## src/rtl/fetch_pkg.sv

```systemverilog
// -----------------------------------------------------------------------------
// fetch_pkg
// Shared definitions for the instruction fetch unit:
//   - fetch_state_e : IDLE / RUN / HALT control states
//   - redir_kind_e  : encodings of the redir_kind input
//   - FIFO sizing   : depth, count width, payload width {instr, pc4}
//   - redirect_target() : computes the redirect address for each kind
// -----------------------------------------------------------------------------
package fetch_pkg;

  typedef enum logic [1:0] {
    ST_IDLE = 2'd0,
    ST_RUN  = 2'd1,
    ST_HALT = 2'd2
  } fetch_state_e;

  typedef enum logic [1:0] {
    RK_BRANCH = 2'd0,
    RK_JUMP   = 2'd1,
    RK_JR     = 2'd2,
    RK_RSVD   = 2'd3
  } redir_kind_e;

  localparam int FIFO_DEPTH = 2;
  localparam int FIFO_CNT_W = 2;
  localparam int FIFO_W     = 64;
  localparam logic [FIFO_CNT_W-1:0] FIFO_FULL = FIFO_CNT_W'(FIFO_DEPTH);

  // Branch (and the reserved kind) is PC-relative with a word-scaled,
  // sign-extended immediate; jump keeps the top nibble of pc4; jump-register
  // takes the register value as-is. Additions wrap modulo 2^32.
  function automatic logic [31:0] redirect_target(
    input logic [1:0]  kind,
    input logic [31:0] pc4,
    input logic [15:0] imm,
    input logic [25:0] target,
    input logic [31:0] jr
  );
    logic [31:0] t;
    case (kind)
      RK_JUMP: t = {pc4[31:28], target, 2'b00};
      RK_JR:   t = jr;
      default: t = pc4 + {{14{imm[15]}}, imm, 2'b00};
    endcase
    return t;
  endfunction

endpackage

```

## src/rtl/fetch_fifo.sv

```systemverilog
// -----------------------------------------------------------------------------
// fetch_fifo
// Two-entry FIFO holding fetched {instruction, pc4} pairs for decode.
// Ports:
//   clk, reset  : clock, synchronous active-high reset
//   push        : write push_data at the tail (ignored when full without pop)
//   pop         : drop the head (ignored when empty)
//   flush       : empty the FIFO; dominates push and pop
//   push_data   : 64-bit payload {instr, pc4}
//   head_data   : current head entry (meaningful only when count != 0)
//   count       : number of valid entries, 0..2
// Push and pop in the same cycle are legal at any count, including full.
// -----------------------------------------------------------------------------
module fetch_fifo
  import fetch_pkg::*;
(
  input  logic                  clk,
  input  logic                  reset,
  input  logic                  push,
  input  logic                  pop,
  input  logic                  flush,
  input  logic [FIFO_W-1:0]     push_data,
  output logic [FIFO_W-1:0]     head_data,
  output logic [FIFO_CNT_W-1:0] count
);

  logic [FIFO_W-1:0] mem [FIFO_DEPTH];
  logic              rd_ptr;
  logic              wr_ptr;
  logic              do_push;
  logic              do_pop;

  assign do_pop  = pop && (count != '0) && !flush;
  assign do_push = push && ((count != FIFO_FULL) || do_pop) && !flush && !reset;

  // NOTE: sequential state uses non-blocking assignments so every register
  // samples pre-edge values, independent of process ordering.
  always_ff @(posedge clk) begin
    if (reset || flush) begin
      rd_ptr <= 1'b0;
      wr_ptr <= 1'b0;
      count  <= '0;
    end else begin
      if (do_push) wr_ptr <= ~wr_ptr;
      if (do_pop)  rd_ptr <= ~rd_ptr;
      case ({do_push, do_pop})
        2'b10:   count <= count + 1'b1;
        2'b01:   count <= count - 1'b1;
        default: count <= count;
      endcase
    end
  end

  // NOTE: the storage array is deliberately not reset; validity comes only
  // from count, so stale contents are never observable.
  always_ff @(posedge clk) begin
    if (do_push) mem[wr_ptr] <= push_data;
  end

  assign head_data = mem[rd_ptr];

endmodule

```

## src/rtl/fetch_unit.sv

```systemverilog
// -----------------------------------------------------------------------------
// fetch_unit
// Instruction fetch front end: PC register, fetch control FSM, and a 2-entry
// instruction FIFO toward decode. Memory has a fixed one-cycle read latency.
// Parameters:
//   RESET_PC      : fetch address loaded on reset
// Ports:
//   clk, reset    : clock, synchronous active-high reset
//   im_addr       : instruction memory address (the PC register)
//   fetch_req     : read im_addr this cycle
//   im_data       : read data, valid the cycle after fetch_req
//   instr_out     : FIFO head instruction (0 when invalid)
//   instr_pc4     : PC+4 of instr_out (0 when invalid)
//   instr_valid   : FIFO head valid
//   instr_ready   : decode accepts the head this cycle
//   redirect      : one-cycle flow change request
//   redir_kind    : 0 branch, 1 jump, 2 jump-register, 3 treated as branch
//   redir_pc4     : PC+4 of the redirecting instruction
//   redir_imm     : branch immediate
//   redir_target  : jump target field
//   redir_jr      : jump-register address
//   misalign_err  : sticky misaligned-redirect flag
// Configuration macro FETCH_ALIGN_CHECK_EN:
//   defined   -> misaligned redirect target sets misalign_err, flushes and
//                halts with the PC unchanged
//   undefined -> target[1:0] is forced to 0 and misalign_err is tied low
// -----------------------------------------------------------------------------
module fetch_unit
  import fetch_pkg::*;
#(
  parameter logic [31:0] RESET_PC = 32'h0000_0000
) (
  input  logic        clk,
  input  logic        reset,
  output logic [31:0] im_addr,
  output logic        fetch_req,
  input  logic [31:0] im_data,
  output logic [31:0] instr_out,
  output logic [31:0] instr_pc4,
  output logic        instr_valid,
  input  logic        instr_ready,
  input  logic        redirect,
  input  logic [1:0]  redir_kind,
  input  logic [31:0] redir_pc4,
  input  logic [15:0] redir_imm,
  input  logic [25:0] redir_target,
  input  logic [31:0] redir_jr,
  output logic        misalign_err
);

  fetch_state_e state_q, state_d;

  logic [31:0]           pc_q;
  logic                  inflight_q;
  logic [31:0]           target_raw;
  logic [31:0]           target;
  logic                  target_bad;
  logic                  issue;
  logic                  flush;
  logic                  pc_load;
  logic                  pop;
  logic                  push;
  logic [FIFO_CNT_W-1:0] fifo_count;
  logic [FIFO_W-1:0]     head;
  logic [FIFO_CNT_W-1:0] credits_used;

  assign target_raw = redirect_target(redir_kind, redir_pc4, redir_imm,
                                      redir_target, redir_jr);

`ifdef FETCH_ALIGN_CHECK_EN
  logic misalign_q;

  assign target     = target_raw;
  assign target_bad = (target_raw[1:0] != 2'b00);

  // Set on the transition into HALT, which only a misaligned redirect causes.
  always_ff @(posedge clk) begin
    if (reset) begin
      misalign_q <= 1'b0;
    end else if (state_d == ST_HALT && state_q != ST_HALT) begin
      misalign_q <= 1'b1;
    end
  end

  assign misalign_err = misalign_q;
`else
  assign target       = target_raw & 32'hFFFF_FFFC;
  assign target_bad   = 1'b0;
  assign misalign_err = 1'b0;
`endif

  assign instr_valid = (fifo_count != '0);
  assign pop         = instr_valid && instr_ready;

  // Credits: entries left after this cycle's pop plus the response still on
  // its way. Keeping this below the depth means a response always has a slot.
  assign credits_used = fifo_count - FIFO_CNT_W'(pop) + FIFO_CNT_W'(inflight_q);

  // NOTE: every output of this block gets a default first so no path leaves
  // a variable unassigned, which would infer a latch.
  always_comb begin
    state_d = state_q;
    issue   = 1'b0;
    flush   = 1'b0;
    pc_load = 1'b0;
    unique case (state_q)
      ST_IDLE: begin
        state_d = ST_RUN;
        if (redirect) begin
          if (target_bad) state_d = ST_HALT;
          else            pc_load = 1'b1;
        end
      end
      ST_RUN: begin
        if (redirect) begin
          flush = 1'b1;
          if (target_bad) state_d = ST_HALT;
          else            pc_load = 1'b1;
        end else if (credits_used < FIFO_FULL) begin
          issue = 1'b1;
        end
      end
      ST_HALT: begin
        state_d = ST_HALT;
      end
      default: begin
        state_d = ST_IDLE;
      end
    endcase
  end

  always_ff @(posedge clk) begin
    if (reset) begin
      state_q    <= ST_IDLE;
      pc_q       <= RESET_PC;
      inflight_q <= 1'b0;
    end else begin
      state_q    <= state_d;
      inflight_q <= issue;
      if (pc_load)    pc_q <= target;
      else if (issue) pc_q <= pc_q + 32'd4;
    end
  end

  // The PC already advanced at the issuing edge, so during the response
  // cycle pc_q holds the issuing PC+4.
  assign push = inflight_q && !redirect;

  fetch_fifo u_fifo (
    .clk       (clk),
    .reset     (reset),
    .push      (push),
    .pop       (pop),
    .flush     (flush),
    .push_data ({im_data, pc_q}),
    .head_data (head),
    .count     (fifo_count)
  );

  assign im_addr   = pc_q;
  assign fetch_req = issue && !reset;
  assign instr_out = instr_valid ? head[63:32] : 32'h0;
  assign instr_pc4 = instr_valid ? head[31:0]  : 32'h0;

endmodule

```

## config.mk

```make
export PLATFORM = sky130hd
export DESIGN_NAME = fetch_unit
export DESIGN_NICKNAME = d
export VERILOG_FILES = /design/src/rtl/fetch_pkg.sv /design/src/rtl/fetch_fifo.sv /design/src/rtl/fetch_unit.sv
export SDC_FILE = /design/constraint.sdc
export NUM_CORES = 1
export LEC_CHECK = 0
export BUFFER_PORTS_ARGS = -buffer_cell sky130_fd_sc_hd__buf_4
export CAP_MARGIN = 20
export CORE_MARGIN = 4
export CORE_UTILIZATION = 59
export CTS_BUF_LIST = sky130_fd_sc_hd__clkbuf_8
export DETAILED_ROUTE_END_ITERATION = 10
export PLACE_DENSITY = 0.89
export SLEW_MARGIN = 20
export SYNTH_ARGS = -nofsm -noshare
export SYNTH_HDL_FRONTEND = slang
export SYNTH_SLANG_ARGS = --single-unit
```

## constraint.sdc

```tcl
create_clock -name clk -period 12.6 [get_ports clk]
set_input_delay 0.63 -clock clk [delete_from_list [all_inputs] [get_ports clk]]
set_output_delay 0.63 -clock clk [all_outputs]
set_load 0.01 [all_outputs]
```

Word-level counts from Yosys, hierarchy flattened
Memories as Yosys holds them, arrays and structs flattened. A register that Yosys moved wholly into a read port is not among the register bits.
Index checks and enable logic that the tools add are counted.

word-level totals
  flip-flop bits (word level) = 39
  bits in writable memories = 128
  bits of input ports = 144
  output and inout port bits = 99
  logic and storage cells = 60
  memories = 1

memories
  memory      words  bits a word  read ports  clocked after memory_dff  write ports  RTL line          source
  u_fifo.mem  2      64           1           1                         1            fetch_fifo.sv:27  logic [FIFO_W-1:0] mem [FIFO_DEPTH];

cells by class
  add/sub/neg operators = 6
  $lt $le $gt $ge = 1
  equality and inequality tests = 7
  muxes and demuxes = 17
  bitwise gates (word level) = 2
  reduce and logical (&&, ||, !) cells = 19

operators by type and width
  kind                     number
  $mux W32                 4
  $pmux W32 S2             1
  $add A32 B3 Y32 const B  1
  $add A32 B32 Y32         1
  $mux W1                  10
  $logic_and A1 B1 Y1      8
  $eq A2 B1 Y1 const B     3
  $eq A2 B2 Y1 const B     3
  $pmux W2 S3              1
  $reduce_bool A2 Y1       3
  $pmux W2 S2              1
  $reduce_or A2 Y1         2
  $logic_not A1 Y1         3
  $add A2 B1 Y2            1
  $add A2 B1 Y2 const B    1
  $logic_not A2 Y1         1
  $logic_or A1 B1 Y1       2
  $lt A2 B2 Y1 const B     1
  $ne A2 B2 Y1 const B     1
  $not A1 Y1               2
  $sub A2 B1 Y2            1
  $sub A2 B1 Y2 const B    1

Depth between registers and ports, before layout
  word-level depth = 10
  mapped depth = 12
  depth with buffers taken out = 10

Cells and area by module
Synthesis repeated with hierarchy kept, for this count alone.

unflattened totals
  cells, all modules = 812
  area, all modules = 9072.5 sq um

modules (own cells, without submodules)
  module      instances  cells each  area each (sq um)  sequential area each (sq um)
  fetch_fifo  1          227         4839.6             3943.8
  fetch_unit  1          585         4232.8             660.6

Worst setup path after synthesis
OpenSTA, ideal clock, no wires.

  kind = input -> register
  start = input port redirect
  end = memory u_fifo.mem[0][10] (enable)
  library setup time = 0.482 ns
  data arrival time = 3.950 ns
  data required time = 12.118 ns
  path slack = 8.167 ns
  cell stages on the path = 5
  path buffers = 1
  path through = nor2b_1 -> clkbuf_1 -> a21boi_0 -> o311ai_1 -> nor2_1

on the way
  word-level cells in the longest chain between the ends = 10
  elaborated cells on any way between the ends = 12
  those cells by class = mux: 4; reduce/logical: 8

ends and longest elaborated chain
  element                           RTL line           source
  from (decl)                       fetch_unit.sv:42   input logic redirect,
  $mux W1                           n/a
  $mux W1                           fetch_unit.sv:106  unique case (state_q)
  $logic_not A1 Y1                  fetch_fifo.sv:33   assign do_pop = pop && (count != '0) && !flush;
  $logic_and A1 B1 Y1               fetch_fifo.sv:33
  via u_fifo.do_pop                 fetch_fifo.sv:31   logic do_pop;
  $logic_or A1 B1 Y1                fetch_fifo.sv:34   assign do_push = push && ((count != FIFO_FULL) || do_pop) && !flush && !reset;
  $logic_and A1 B1 Y1 (3 in a row)  fetch_fifo.sv:34
  $mux W1                           fetch_fifo.sv:57   if (do_push) mem[wr_ptr] <= push_data;
  $mux W1 (implied by the code)     fetch_fifo.sv:57
  to (decl)                         fetch_fifo.sv:27

The timed path passes the listed nets, and every way through them passes these cells.

Final worst setup path
  start = register u_fifo.count[0]
  end = output port fetch_req

on the way
  word-level cells in the longest chain between the ends = 9

ends and longest elaborated chain
  element                  RTL line           source
  from (decl)              fetch_fifo.sv:24   output logic [FIFO_CNT_W-1:0] count
  from (signal assigned)   fetch_fifo.sv:47   2'b10: count <= count + 1'b1;
  from (signal assigned)   fetch_fifo.sv:48   2'b01: count <= count - 1'b1;
  from (signal assigned)   fetch_fifo.sv:49   default: count <= count;
  $reduce_bool A2 Y1       fetch_unit.sv:92   assign instr_valid = (fifo_count != '0);
  $logic_and A1 B1 Y1      fetch_unit.sv:93   assign pop = instr_valid && instr_ready;
  $sub A2 B1 Y2 (*)        fetch_unit.sv:97   assign credits_used = fifo_count - FIFO_CNT_W'(pop) + FIFO_CNT_W'(inflight_q);
  $add A2 B1 Y2 (*)        fetch_unit.sv:97
  $lt A2 B2 Y1 (*)         fetch_unit.sv:119  end else if (credits_used < FIFO_FULL) begin
  $mux W1 (*)              fetch_unit.sv:119
  $mux W1 (*)              fetch_unit.sv:115  if (redirect) begin
  $mux W1 (*)              fetch_unit.sv:106
  $logic_and A1 B1 Y1 (*)  fetch_unit.sv:161  assign fetch_req = issue && !reset;
  to (decl)                fetch_unit.sv:36   output logic fetch_req,

Mark *: on every way between the ends. The rest lies on a longest branch, timed or not.

==> impl_metrics.csv <==
group,metric,value,unit
die,die_area,16910,sq um
synthesis,seq_area_frac_synth,0.5102,
global_routing,grtUsageMet2,0.4321,
critical_path,cp-end-kind,"output pin",
hold_path,hold_class,"in -> reg",
synthesis,synth_mux_area_frac,0.07416,
global_routing,overflow,0,
synthesis,synth-edff-count,124,
clock_tree,post_cts_buffers,0,
synthesis,netlist_top_cells_area,"edfxtp_1 42%, dfxtp_1 8.7%, mux2i_1 7.3%",
drt,vias,7312,
sta,fin_crit_sh,0.2932,
sta,hold_violations,0,
global_routing,use_met3,0.05772,
die,die_w,130.1,microns
sta,skew,0.01723,ns
die,rows,44,
drt,wl_per_cell,18.62,microns
critical_path,cpMostUsedCell,"nor2b_1",
drt,ant_nets,0,
drt,drc,0,
synthesis,ys_ff_latch,162,
synthesis,synthFlopType,"edfxtp_1",
synthesis,syn_inst,816,
sta,drv_slew,0,
synthesis,avgSynthCellArea,10.77,sq um
drt,drt-pass1-iter-count,5,
global_routing,grt-busiest-layer,"met2",
pwr,p_per_area,106.4,nW/um^2
critical_path,crit_path_start_kind,"register",
global_routing,grt_pass1_wl,35140,microns
synthesis,synth_top_family_by_area,"compound AO/OA/AOI/OAI gates",
layout,nets,1208,
clock_tree,cts_root_buf,"clkbuf_8",
critical_path,cp.required,11.97,ns
synthesis,yosys_warnings,0,
layout,fin_util,0.7557,
clock_tree,clockBufferDepth,2,
synthesis,synth_largest_area_cell,"edfxtp_1",
synthesis,async_flop_share,0,
layout,final_layout_size_suffix_gt1_frac,0.2735,
clock_tree,cts_sinks,162,
sta,tightest_slew,1.077,ns
clock_tree,htree_levels,4,
clock_tree,holdBufCountCts,0,
global_routing,grt_pass1_vias,7066,
critical_path,crit_chain,"nor2_4 -> nor2b_1 -> ha_1 -> nor2b_1 -> xnor2_1 -> or4b_1 -> nor2_1 -> buf_4",
layout,n_fill_cell,1017,
die,ios,243,
sta,fin_crit,3.695,ns
drt,drt_iter0_drc,612,
placement,gp_congestion,0.8634,
die,initial_utilization,0.6025,
sta,rsz0062_at_grt,"no",
synthesis,synthSimpleGateAreaFrac,0.1280,
critical_path,crit_path_max_fanout,19,
global_routing,antenna_found_initial,0,
status,status,"finished clean",
synthesis,synth_top_area_share,0.4236,
sta,slew_headroom,0.2818,
layout,num_antenna_cells,0,
critical_path,cp_slowest_cell,"or4b_1",
global_routing,track_usage,0.2633,
pwr,power.leakage,4.265,nW
drt,routed_wl,22830,microns
sta,setup_tns,0,ns
clock_tree,cts_repair_resize_count,0,
sta,max_freq,270.7,MHz
layout,synthToLayoutAreaGrowth,25.42,%
run,drv_cap,0,
critical_path,max_stage_delay,0.86,ns
drt,avgViaCountPerCell,5.964,
critical_path,path_class,"reg -> out",
global_routing,grt.met1_usage,0.3473,
clock_tree,cts.reportedPaths.clkPinSlew,0.09,ns
synthesis,synth_fa_ha_area_frac,0.05068,
synthesis,synth_compound_area_frac,0.1596,
placement,dpl.hpwl,16500,microns
placement,io_buffers,233,
die,core-area,14590,sq um
global_routing,grt_max_degree,64,
pwr,ir_drop,68.14,uV
clock_tree,insertion_delay,0.44,ns
sta,setup-violations-final,0,
synthesis,netlist_area,8790,sq um
synthesis,synth_xor_area_frac,0.04783,
synthesis,yosysUniqueCellTypes,65,
critical_path,crit_arrival,3.06,ns
clock_tree,numCtsBuffers,17,
critical_path,cp_top_family,"simple AND/OR/NAND/NOR gates",
die,die_y,130.1,microns
clock_tree,cts_tree,"yes",
critical_path,path_buf_inv,1,
-- cells in the final DEF (no fill, tap or decap), types with 4 or more instances in the layout --
cell,synthesis,layout
a311oi_1,6,6
and2_1,7,7
mux2i_1,64,64
nand3_1,13,13
a31oi_1,11,11
xnor2_1,25,25
and3_1,7,7
inv_6,0,5
a211oi_1,21,21
a2111oi_0,5,5
nand2_1,40,40
inv_1,11,11
o21ai_0,31,31
conb_1,1,5
ha_1,34,34
a21o_1,14,14
a22oi_1,12,12
buf_4,6,241
a21oi_1,52,52
xor2_1,23,23
nor2_1,109,106
nand2b_1,4,4
nor3_1,16,16
clkbuf_8,0,17
nor2b_1,5,4
edfxtp_1,124,124
dfxtp_1,38,37
a221oi_1,17,17
nand4_1,14,14
-- final timing paths --
path	slack, ns	from	end	depth (start not counted)
worst min register to register	0.51	state_q[0]	state_q[1]	1
worst max-delay path	8.91	u_fifo.count[0]	fetch_req	8
worst min-delay path	0.37	im_data[25]	u_fifo.mem[0][57]	1
worst max register to register	9.15	u_fifo.count[0]	im_addr[30]	10
-- synthesized netlist by cell type, drive strengths merged (21+ instances only) --
| master | count |
|---|---|
| dfxtp | 38 |
| edfxtp | 124 |
| xor2 | 23 |
| a21oi | 52 |
| nand2 | 40 |
| xnor2 | 25 |
| o21ai | 32 |
| a211oi | 21 |
| nor2 | 109 |
| clkbuf | 36 |
| mux2i | 64 |
| ha | 34 |
-- flip-flops by register name (all words and copies together), names as in the netlist, named ones only --
register,cells
u_fifo.wr_ptr,1
state_q,2
u_fifo.rd_ptr,1
u_fifo.mem,124
u_fifo.count,2
im_addr,30
inflight_q,1
-- worst reg2reg max path, delay by kind of cell, from the launching register on --
| kind | cells | cell delay (ns) |
|---|---|---|
| adders and majority gates | 1 | 0.30 |
| and+or+nand+nor | 5 | 1.60 |
| DFF | 1 | 0.48 |
| AOI/OAI and AO/OA | 3 | 0.83 |
| xor gates and xnor gates | 1 | 0.12 |
-- cell type report --
| class | count | area, sq um | share of cell area |
|---|---|---|---|
| flip-flops and latches | 162 | 4488 | 0.4071 |
| clock inverters | 15 | 132.6 | 0.01203 |
| well taps | 184 | 230.2 | 0.02088 |
| repair buffers | 241 | 1809 | 0.1641 |
| clock buffers | 17 | 234.0 | 0.02122 |
| multi-input cells | 596 | 4089 | 0.3709 |
| inverters | 11 | 41.29 | 0.003745 |
-- where the power goes --
group	switching (mW)	total, mW	leakage (nW)	internal (mW)
Clock	0.192	0.349	0.183	0.158
Combinational	0.112	0.213	2.63	0.101
Sequential	0.0222	0.611	1.45	0.588
-- per-stage QoR --
stage / cell area, sq um / hold slack, ns / cells / worst slack, ns / power, mW
6_report: 11020 / 0.3677 / 1226 / 8.905 / 1.173
5_1_grt: 11020 / 0.3303 / 1226 / 8.678 / 1.224
3_5_place_dp: 10660 / 0.4871 / 1194 / 9.027 / 0.8310
3_3_place_gp: 10660 / 0.4732 / 1194 / 9.097 / 0.8264
2_1_floorplan: 8805 / 0.4431 / 820 / 8.167 / 0.7408
4_1_cts: 11020 / 0.3312 / 1226 / 8.898 / 1.177
-- routing by layer --
metal | vias to the layer above | share of wire
li1 | 3515 | -
met1 | 3425 | 0.41
met2 | 336 | 0.48
met3 | 36 | 0.086
met4 | 0 | 0.020
met5 | - | 0
-- cell families after synthesis --
logic type,after synthesis
multiplexers,65
other,1
AO/OA/AOI/OAI,205
XOR/XNOR,48
adder cells (fa/ha/maj),35
flip-flops,162
AND/OR/NAND/NOR,238
buffers and inverters,62
No activity file was read; power rests on OpenSTA's default activity.
